$ cat src/rtl/riscv_pkg.sv
// Shared constants and types for the MEM/WB pipeline slice: widths,
// the data-memory handshake state and the EX/MEM pipeline slot.
package riscv_pkg;
   localparam int XLEN = 32;
   localparam int RA_W = 5;

   typedef enum logic [1:0] {M_IDLE, M_REQ, M_WAIT} mstate_e;

   typedef struct packed {
      logic [XLEN-1:0] alu;
      logic [XLEN-1:0] wdata;
      logic [RA_W-1:0] rd;
      logic            RegWrite;
      logic            MemRead;
      logic            MemWrite;
      logic            MemtoReg;
      logic            valid;
   } slot_t;

   function automatic logic is_memop(slot_t s);
      return s.valid & (s.MemRead | s.MemWrite);
   endfunction
endpackage

$ cat src/rtl/mem_wb_pipe_if.sv
// Data-memory request/grant/response bus between the MEM stage and memory.
interface mem_wb_pipe_if;
   import riscv_pkg::*;

   logic            dmem_req;
   logic            dmem_we;
   logic [XLEN-1:0] dmem_addr;
   logic [XLEN-1:0] dmem_wdata;
   logic            dmem_gnt;
   logic            dmem_rvalid;
   logic [XLEN-1:0] dmem_rdata;

   modport master (
      output dmem_req, dmem_we, dmem_addr, dmem_wdata,
      input  dmem_gnt, dmem_rvalid, dmem_rdata
   );

   modport slave (
      input  dmem_req, dmem_we, dmem_addr, dmem_wdata,
      output dmem_gnt, dmem_rvalid, dmem_rdata
   );
endinterface

$ cat src/rtl/mem_wb_pipe_dmem_fsm.sv
// Data-memory handshake engine: issues the request, tracks grant and
// response, and reports the cycle in which the MEM operation completes.
module dmem_if_fsm
   import riscv_pkg::*;
(
   input  logic            clk,
   input  logic            rst_n,
   input  logic            memop_i,
   input  logic            store_i,
   input  logic            gnt_i,
   input  logic            rvalid_i,
   input  logic [XLEN-1:0] rdata_i,
   output logic            req_o,
   output logic            complete_o,
   output logic [XLEN-1:0] ldata_o
);
   mstate_e state_q, state_d, cur;

   // A fresh memory op in IDLE behaves as REQ in the same cycle.
   always_comb begin
      cur        = state_q;
      state_d    = M_IDLE;
      complete_o = 1'b0;
      if (state_q == M_IDLE && memop_i) cur = M_REQ;
      req_o = memop_i && (cur == M_REQ);
      case (cur)
         M_REQ: begin
            if (!memop_i) begin
               state_d = M_IDLE;
            end else if (gnt_i) begin
               if (store_i || rvalid_i) complete_o = 1'b1;
               else                     state_d    = M_WAIT;
            end else begin
               state_d = M_REQ;
            end
         end
         M_WAIT: begin
            if (memop_i && rvalid_i) complete_o = 1'b1;
            else if (memop_i)        state_d    = M_WAIT;
         end
         default: state_d = M_IDLE;
      endcase
   end

   // Load data is only meaningful in the completing cycle of a load.
   assign ldata_o = (complete_o && !store_i) ? rdata_i : '0;

   always_ff @(posedge clk or negedge rst_n) begin
      if (!rst_n) state_q <= M_IDLE;
      else        state_q <= state_d;
   end
endmodule

$ cat src/rtl/mem_wb_pipe.sv
// MEM stage: EX/MEM and MEM/WB pipeline registers, data-memory access
// and the stall that freezes upstream while a load/store is in flight.
module mem_wb_pipe #(
   parameter int XLEN = riscv_pkg::XLEN,
   parameter int RA_W = riscv_pkg::RA_W
) (
   input  logic            clk,
   input  logic            rst_n,
   input  logic [XLEN-1:0] ALUResult_ex,
   input  logic [XLEN-1:0] MemWriteData_ex,
   input  logic [RA_W-1:0] rdAddr_ex,
   input  logic            RegWrite_ex,
   input  logic            MemRead_ex,
   input  logic            MemWrite_ex,
   input  logic            MemtoReg_ex,
   input  logic            valid_ex,
   input  logic            flush_ex,
   mem_wb_pipe_if.master   dmem,
   output logic            stall_mem,
   output logic [XLEN-1:0] ALUResult_mem,
   output logic [RA_W-1:0] rdAddr_mem,
   output logic            RegWrite_mem,
   output logic            MemRead_mem,
   output logic [XLEN-1:0] RegWriteData_wb,
   output logic [RA_W-1:0] rdAddr_wb,
   output logic            RegWrite_wb
);
   import riscv_pkg::*;

   slot_t           mem_d, mem_q;
   logic            ex_live, memop, complete;
   logic [XLEN-1:0] ldata, wbdata_d, wbdata_q;
   logic [RA_W-1:0] wbrd_q;
   logic            wbrw_d, wbrw_q;

   // A flushed or invalid EX slot enters MEM as a bubble.
   always_comb begin
      ex_live        = valid_ex & ~flush_ex;
      mem_d.alu      = ALUResult_ex;
      mem_d.wdata    = MemWriteData_ex;
      mem_d.rd       = rdAddr_ex;
      mem_d.RegWrite = RegWrite_ex & ex_live;
      mem_d.MemRead  = MemRead_ex & ex_live;
      mem_d.MemWrite = MemWrite_ex & ex_live;
      mem_d.MemtoReg = MemtoReg_ex;
      mem_d.valid    = ex_live;
   end

   assign memop     = is_memop(mem_q);
   assign stall_mem = memop & ~complete;

   dmem_if_fsm u_fsm (
      .clk        (clk),
      .rst_n      (rst_n),
      .memop_i    (memop),
      .store_i    (mem_q.MemWrite),
      .gnt_i      (dmem.dmem_gnt),
      .rvalid_i   (dmem.dmem_rvalid),
      .rdata_i    (dmem.dmem_rdata),
      .req_o      (dmem.dmem_req),
      .complete_o (complete),
      .ldata_o    (ldata)
   );

   assign dmem.dmem_we    = mem_q.MemWrite;
   assign dmem.dmem_addr  = mem_q.alu;
   assign dmem.dmem_wdata = mem_q.wdata;

   assign ALUResult_mem = mem_q.alu;
   assign rdAddr_mem    = mem_q.rd;
   assign RegWrite_mem  = mem_q.RegWrite & mem_q.valid & (mem_q.rd != '0);
   assign MemRead_mem   = mem_q.MemRead;

   // While stalled, WB receives a bubble so nothing is written twice.
   assign wbdata_d = mem_q.MemtoReg ? ldata : mem_q.alu;
   assign wbrw_d   = RegWrite_mem & ~stall_mem;

   always_ff @(posedge clk or negedge rst_n) begin
      if (!rst_n) begin
         mem_q    <= '0;
         wbdata_q <= '0;
         wbrd_q   <= '0;
         wbrw_q   <= 1'b0;
      end else begin
         if (!stall_mem) mem_q <= mem_d;
         wbdata_q <= wbdata_d;
         wbrd_q   <= mem_q.rd;
         wbrw_q   <= wbrw_d;
      end
   end

   assign RegWriteData_wb = wbdata_q;
   assign rdAddr_wb       = wbrd_q;
   assign RegWrite_wb     = wbrw_q;
endmodule

$ cat src/flat_wrapper.sv
// flat-port wrapper written by rule: the top's interface ports become plain ports
module mem_wb_pipe_flat import riscv_pkg::*;
#(
   parameter int XLEN = riscv_pkg::XLEN,
   parameter int RA_W = riscv_pkg::RA_W
)
  (clk, rst_n, ALUResult_ex, MemWriteData_ex, rdAddr_ex, RegWrite_ex, MemRead_ex, MemWrite_ex, MemtoReg_ex, valid_ex, flush_ex, stall_mem, ALUResult_mem, rdAddr_mem, RegWrite_mem, MemRead_mem, RegWriteData_wb, rdAddr_wb, RegWrite_wb, dmem_dmem_req, dmem_dmem_we, dmem_dmem_addr, dmem_dmem_wdata, dmem_dmem_gnt, dmem_dmem_rvalid, dmem_dmem_rdata);
  mem_wb_pipe_if dmem_i ();
  input  logic clk;
  input  logic rst_n;
  input  logic [XLEN-1:0] ALUResult_ex;
  input  logic [XLEN-1:0] MemWriteData_ex;
  input  logic [RA_W-1:0] rdAddr_ex;
  input  logic RegWrite_ex;
  input  logic MemRead_ex;
  input  logic MemWrite_ex;
  input  logic MemtoReg_ex;
  input  logic valid_ex;
  input  logic flush_ex;
  output logic stall_mem;
  output logic [XLEN-1:0] ALUResult_mem;
  output logic [RA_W-1:0] rdAddr_mem;
  output logic RegWrite_mem;
  output logic MemRead_mem;
  output logic [XLEN-1:0] RegWriteData_wb;
  output logic [RA_W-1:0] rdAddr_wb;
  output logic RegWrite_wb;
  output wire logic [$bits(dmem_i.dmem_req)-1:0] dmem_dmem_req;
  output wire logic [$bits(dmem_i.dmem_we)-1:0] dmem_dmem_we;
  output wire logic [$bits(dmem_i.dmem_addr)-1:0] dmem_dmem_addr;
  output wire logic [$bits(dmem_i.dmem_wdata)-1:0] dmem_dmem_wdata;
  input wire logic [$bits(dmem_i.dmem_gnt)-1:0] dmem_dmem_gnt;
  input wire logic [$bits(dmem_i.dmem_rvalid)-1:0] dmem_dmem_rvalid;
  input wire logic [$bits(dmem_i.dmem_rdata)-1:0] dmem_dmem_rdata;
  assign dmem_dmem_req = dmem_i.dmem_req;
  assign dmem_dmem_we = dmem_i.dmem_we;
  assign dmem_dmem_addr = dmem_i.dmem_addr;
  assign dmem_dmem_wdata = dmem_i.dmem_wdata;
  assign dmem_i.dmem_gnt = dmem_dmem_gnt;
  assign dmem_i.dmem_rvalid = dmem_dmem_rvalid;
  assign dmem_i.dmem_rdata = dmem_dmem_rdata;
  mem_wb_pipe #(.XLEN(XLEN), .RA_W(RA_W)) u_core (.clk(clk), .rst_n(rst_n), .ALUResult_ex(ALUResult_ex), .MemWriteData_ex(MemWriteData_ex), .rdAddr_ex(rdAddr_ex), .RegWrite_ex(RegWrite_ex), .MemRead_ex(MemRead_ex), .MemWrite_ex(MemWrite_ex), .MemtoReg_ex(MemtoReg_ex), .valid_ex(valid_ex), .flush_ex(flush_ex), .dmem(dmem_i), .stall_mem(stall_mem), .ALUResult_mem(ALUResult_mem), .rdAddr_mem(rdAddr_mem), .RegWrite_mem(RegWrite_mem), .MemRead_mem(MemRead_mem), .RegWriteData_wb(RegWriteData_wb), .rdAddr_wb(rdAddr_wb), .RegWrite_wb(RegWrite_wb));
endmodule
$ cat config.mk
export PLATFORM = sky130hd
export DESIGN_NAME = mem_wb_pipe_flat
export DESIGN_NICKNAME = d
export VERILOG_FILES = /design/src/rtl/riscv_pkg.sv /design/src/rtl/mem_wb_pipe_if.sv /design/src/rtl/mem_wb_pipe_dmem_fsm.sv /design/src/rtl/mem_wb_pipe.sv /design/src/flat_wrapper.sv
export SDC_FILE = /design/constraint.sdc
export NUM_CORES = 1
export LEC_CHECK = 0
export CAP_MARGIN = 25
export CELL_PAD_IN_SITES_DETAIL_PLACEMENT = 0
export CELL_PAD_IN_SITES_GLOBAL_PLACEMENT = 1
export CORE_MARGIN = 2
export CORE_UTILIZATION = 33
export DETAILED_ROUTE_END_ITERATION = 12
export PLACE_DENSITY_LB_ADDON = 0.1
export SETUP_SLACK_MARGIN = 0.1
export SLEW_MARGIN = 10
export SYNTH_ARGS = -nofsm -noshare
export SYNTH_HDL_FRONTEND = slang
export SYNTH_HIERARCHICAL = 1
export SYNTH_SLANG_ARGS = --single-unit
$ cat constraint.sdc
create_clock -name clk -period 2.8 [get_ports clk]
set_input_delay 0.28 -clock clk [delete_from_list [all_inputs] [get_ports clk]]
set_output_delay 0.28 -clock clk [all_outputs]
set_load 0.01 [all_outputs]
==> impl_metrics.csv <==
group,metric,value,unit
outcome,status,"finished, final reports clean",
sta,setup_viol_count_final,0,
floorplan,io-pin-count,255,
worst_setup_path,worstReg2RegEnd,"u_core/dmem.dmem_wdata[24]",
worst_setup_path,crit_required,2.52,ns
drt,drtAntennaViolNets,0,
sta,worst_slew_pin_slew,0.686,ns
sta,final.period_utilization,93.9,%
cells_and_area,num_antenna_cells,0,
sta,fmaxAchievable,0.380,GHz
clock_network,root_buffer,"clkbuf_16",
sta,worst_slew_margin_rel,54.3,%
clock_network,clock-sinks,114,
drt,vias,3426,
worst_setup_path,start_kind,"register",
sta,final-hold-violation-count,0,
worst_setup_path,worst-endpoint-arrival,2.35,ns
global_routing,grtUsageTotal,15.2,%
worst_setup_path,critPathKind,"register to output port",
worst_setup_path,crit_chain,"o21ai_2 > inv_2 > a21oi_1 > ha_1 > or2b_4 > o22ai_4 > nor2_4 > dlygate4sd2_1",
drt,drt-vias-per-instance,4.29,
floorplan,core-area,16700,um2
placed_design,dpl.hpwl,9390,um
hold_path,holdPathEnd,"u_core/rdAddr_wb[0]",
worst_setup_path,worst_path_max_delay_cell,"dfrtp_2",
power,vdd.ir_drop.worst,0.456,mV
placed_design,placed_cells,762,
global_routing,number_of_global_route_vias_before_repair,3635,
synth,netlist_top_cells_area,"dfrtp_1 (50%), buf_4 (14%), mux2_2 (13%)",
worst_setup_path,reg2reg_depth,9,
floorplan,initial_core_util,34.0,%
worst_setup_path,worst-r2r-setup-slack,0.20,ns
power,cellLeakagePower,3.39,nW
cells_and_area,finish.cell_count_without_fillers,799,
drt,iter_0_drt_violations,84,
synth,synth.yosys.warnings,6,
floorplan,die-width,135,um
floorplan,row_count,47,
synth,synthDominantAreaCellType,"dfrtp_1",
worst_setup_path,worst_setup_path_end_kind,"output port",
drt,routed_wl,13800,um
drt,detail_route.first_pass.iterations,4,
global_routing,grt_start_max_net_pins,115,
cells_and_area,drive_gt1_share,31.3,%
hold_path,min_delay_path_depth,0,
synth,netlist.area_leader.share,50.2,%
drt,routed_wire_length_per_instance,17.2,um
synth,syn-instance-count,402,
sta,layout_min_cycle_time,2.63,ns
worst_setup_path,worstPathBufferInverterCount,2,
synth,netlist-cell-type-count,31,
clock_network,cts.reportedPaths.clkPinSlew,0.05,ns
placed_design,number_of_port_buffers,254,
power,pwr_density_cell,618,nW/um2
sta,slew_violations,0,
placed_design,gpl.final_weighted_congestion,0.769,
global_routing,antenna_found_initial,0,
hold_path,start_point_of_the_worst_hold_path,"u_core/rdAddr_mem[0]",
sta,unrepaired_setup_endpoints_after_global_routing,"yes",
cells_and_area,nNetsFinal,679,
synth,syn_area,5680,um2
run,max_cap_viol_count,0,
clock_network,worstSkewPairLatency,0.40,ns
drt,drc_errors,0,
global_routing,globalRouteOverflowTotal,0,
clock_network,cts-buffers-inserted,17,
global_routing,first_pass_grt_wire_length,21000,um
worst_setup_path,path_delay_family,"compound AO/OA/AOI/OAI gates",
floorplan,area_enclosed_by_the_die_boundary,18300,um2
sta,fin_worst_skew,0.00732,ns
synth,mean_instance_size_in_the_synthesized_netlist,14.1,um2
sta,setup_total_negative_slack,0,ns
floorplan,die-height,135,um
worst_setup_path,timing.critical_path.fanout_max,6,
synth,synth-seq-cells,114,
cells_and_area,layout.core_utilization,49.9,%
clock_network,clock_tree.buffer_depth,2,
cells_and_area,flow.area_growth_from_synthesis,46.8,%
hold_path,hold_wc_path_type,"register to register",
worst_setup_path,worstReg2RegStart,"u_core/dmem.dmem_we",
clock_network,cts_max_level,4,
synth,synth-seq-area-share,50.2,%
synth,total_nets_after_synthesis,515,
worst_setup_path,critical-path-max-stage-delay,0.43,ns
clock_network,tritoncts_clock_tree,"done",
-- cells in the final DEF (no fill, tap or decap), types with 2 or more instances in the layout --
master / Yosys / layout
buf_4: 104 / 10
bufinv_16: 0 / 5
clkbuf_1: 2 / 3
clkbuf_16: 0 / 17
clkdlybuf4s50_1: 0 / 252
clkinv_2: 0 / 5
dfrtp_1: 114 / 113
ha_1: 2 / 2
inv_1: 4 / 3
mux2_2: 68 / 68
mux2_4: 34 / 34
nand2_1: 3 / 3
nand3b_1: 4 / 4
nor2b_1: 2 / 2
nor3b_1: 3 / 3
nor3b_2: 30 / 30
o21ai_0: 2 / 2
-- final cells by class --
class,instances,area [um2]
fill,1473,8360
sequential,114,2850
timing repair buffer,266,2650
multi-input combinational,163,1910
clock buffer,21,450
tap,220,275
clock inverter,11,184
inverter,4,15.0
-- how the worst max path moves through the flow --
stage                        start  cells past startpoint                          to
6_report       u_core/dmem.dmem_we                      8                   stall_mem
5_1_grt        u_core/dmem.dmem_we                      9  u_core/dmem.dmem_wdata[24]
4_1_cts        u_core/dmem.dmem_we                      8                   stall_mem
3_5_place_dp   u_core/dmem.dmem_we                      9  u_core/dmem.dmem_wdata[22]
3_3_place_gp   u_core/dmem.dmem_we                      9  u_core/dmem.dmem_wdata[18]
2_1_floorplan  u_core/dmem.dmem_we                     11    u_core/ALUResult_mem[27]
-- Yosys cell counts --
| library cell | number |
|---|---|
| dfrtp_1 | 114 |
| mux2i_1 | 1 |
| nor2_4 | 1 |
| a21oi_1 | 1 |
| nand4bb_1 | 1 |
| ha_1 | 2 |
| nand3b_1 | 4 |
| o311a_1 | 1 |
| inv_1 | 4 |
| or2_1 | 1 |
| nor2b_1 | 2 |
| buf_2 | 7 |
| or2b_1 | 1 |
| buf_8 | 3 |
| nor3b_1 | 3 |
| buf_6 | 5 |
| buf_4 | 104 |
| clkbuf_1 | 2 |
| nand2_1 | 3 |
| nor3b_2 | 30 |
| nand3_1 | 1 |
| or3_1 | 1 |
| o21ai_0 | 2 |
| mux2_4 | 34 |
| a211oi_1 | 1 |
| mux2_2 | 68 |
| and2_1 | 1 |
| o22ai_1 | 1 |
| a21oi_4 | 1 |
| a21o_1 | 1 |
| o21ai_2 | 1 |
-- sequential cells by signal, indices dropped and copies added (netlist names) --
register                flops
u_core/RegWriteData_wb     32
u_core/RegWrite_wb          1
u_core/rdAddr_mem           5
u_core/ALUResult_mem       32
u_core/dmem.dmem_we         1
u_core/rdAddr_wb            5
u_core/dmem.dmem_wdata     32
u_core/mem_q                3
u_core/MemRead_mem          1
u_core/u_fsm/state_q        2
-- metal layers --
layer	wire (um)	GRT usage (%)
met5	0	0
met4	133	4.11
met3	1090	6.43
met2	6960	25.0
met1	5570	18.3
-- worst register-to-register path, delay by kind of cell, from the launching register on --
family                     cells  cell delay, ns
AOI/OAI and AO/OA              4            0.62
DFF                            1            0.43
adders and majority gates      1            0.26
buffers and inverters          2            0.60
and+or+nand+nor                1            0.14
muxes                          1            0.44
-- power breakdown --
| part | switching (mW) | leakage (nW) | internal (mW) |
|---|---|---|---|
| registers | 0.0914 | 1.38 | 1.79 |
| clock network | 0.731 | 0.315 | 1.59 |
| logic | 0.331 | 1.70 | 0.613 |
-- through the flow --
step | hold slack, ns | total power [mW] | setup WS (ns) | cell area, um2
2_1_floorplan | -0.0156 | 2.43 | 0.195 | 5680
3_3_place_gp | 0.401 | 2.85 | 0.139 | 7640
3_5_place_dp | 0.409 | 2.86 | 0.00707 | 7640
4_1_cts | 0.413 | 5.22 | 0.135 | 8310
5_1_grt | 0.425 | 5.38 | 0.0696 | 8340
6_report | 0.412 | 5.15 | 0.169 | 8340
-- kinds of logic after synthesis --
kind of cell / Yosys count / synth area share (%)
multiplexers: 103 / 22.6
flip-flops: 114 / 50.2
AND/OR/NAND/NOR: 49 / 8.90
buffers and inverters: 125 / 16.5
AO/OA/AOI/OAI: 9 / 1.26
adder cells (fa/ha/maj): 2 / 0.440
-- timing repair --
item                                    4_1_cts  5_1_grt
buffers inserted                              1        3
pin swaps                                     1        1
resized for setup                             3        4
hold buffers                                  1        0
endpoints found under the hold margin        13        0
endpoints found under the setup margin       71       71
Power figures use the tool's default switching activity.
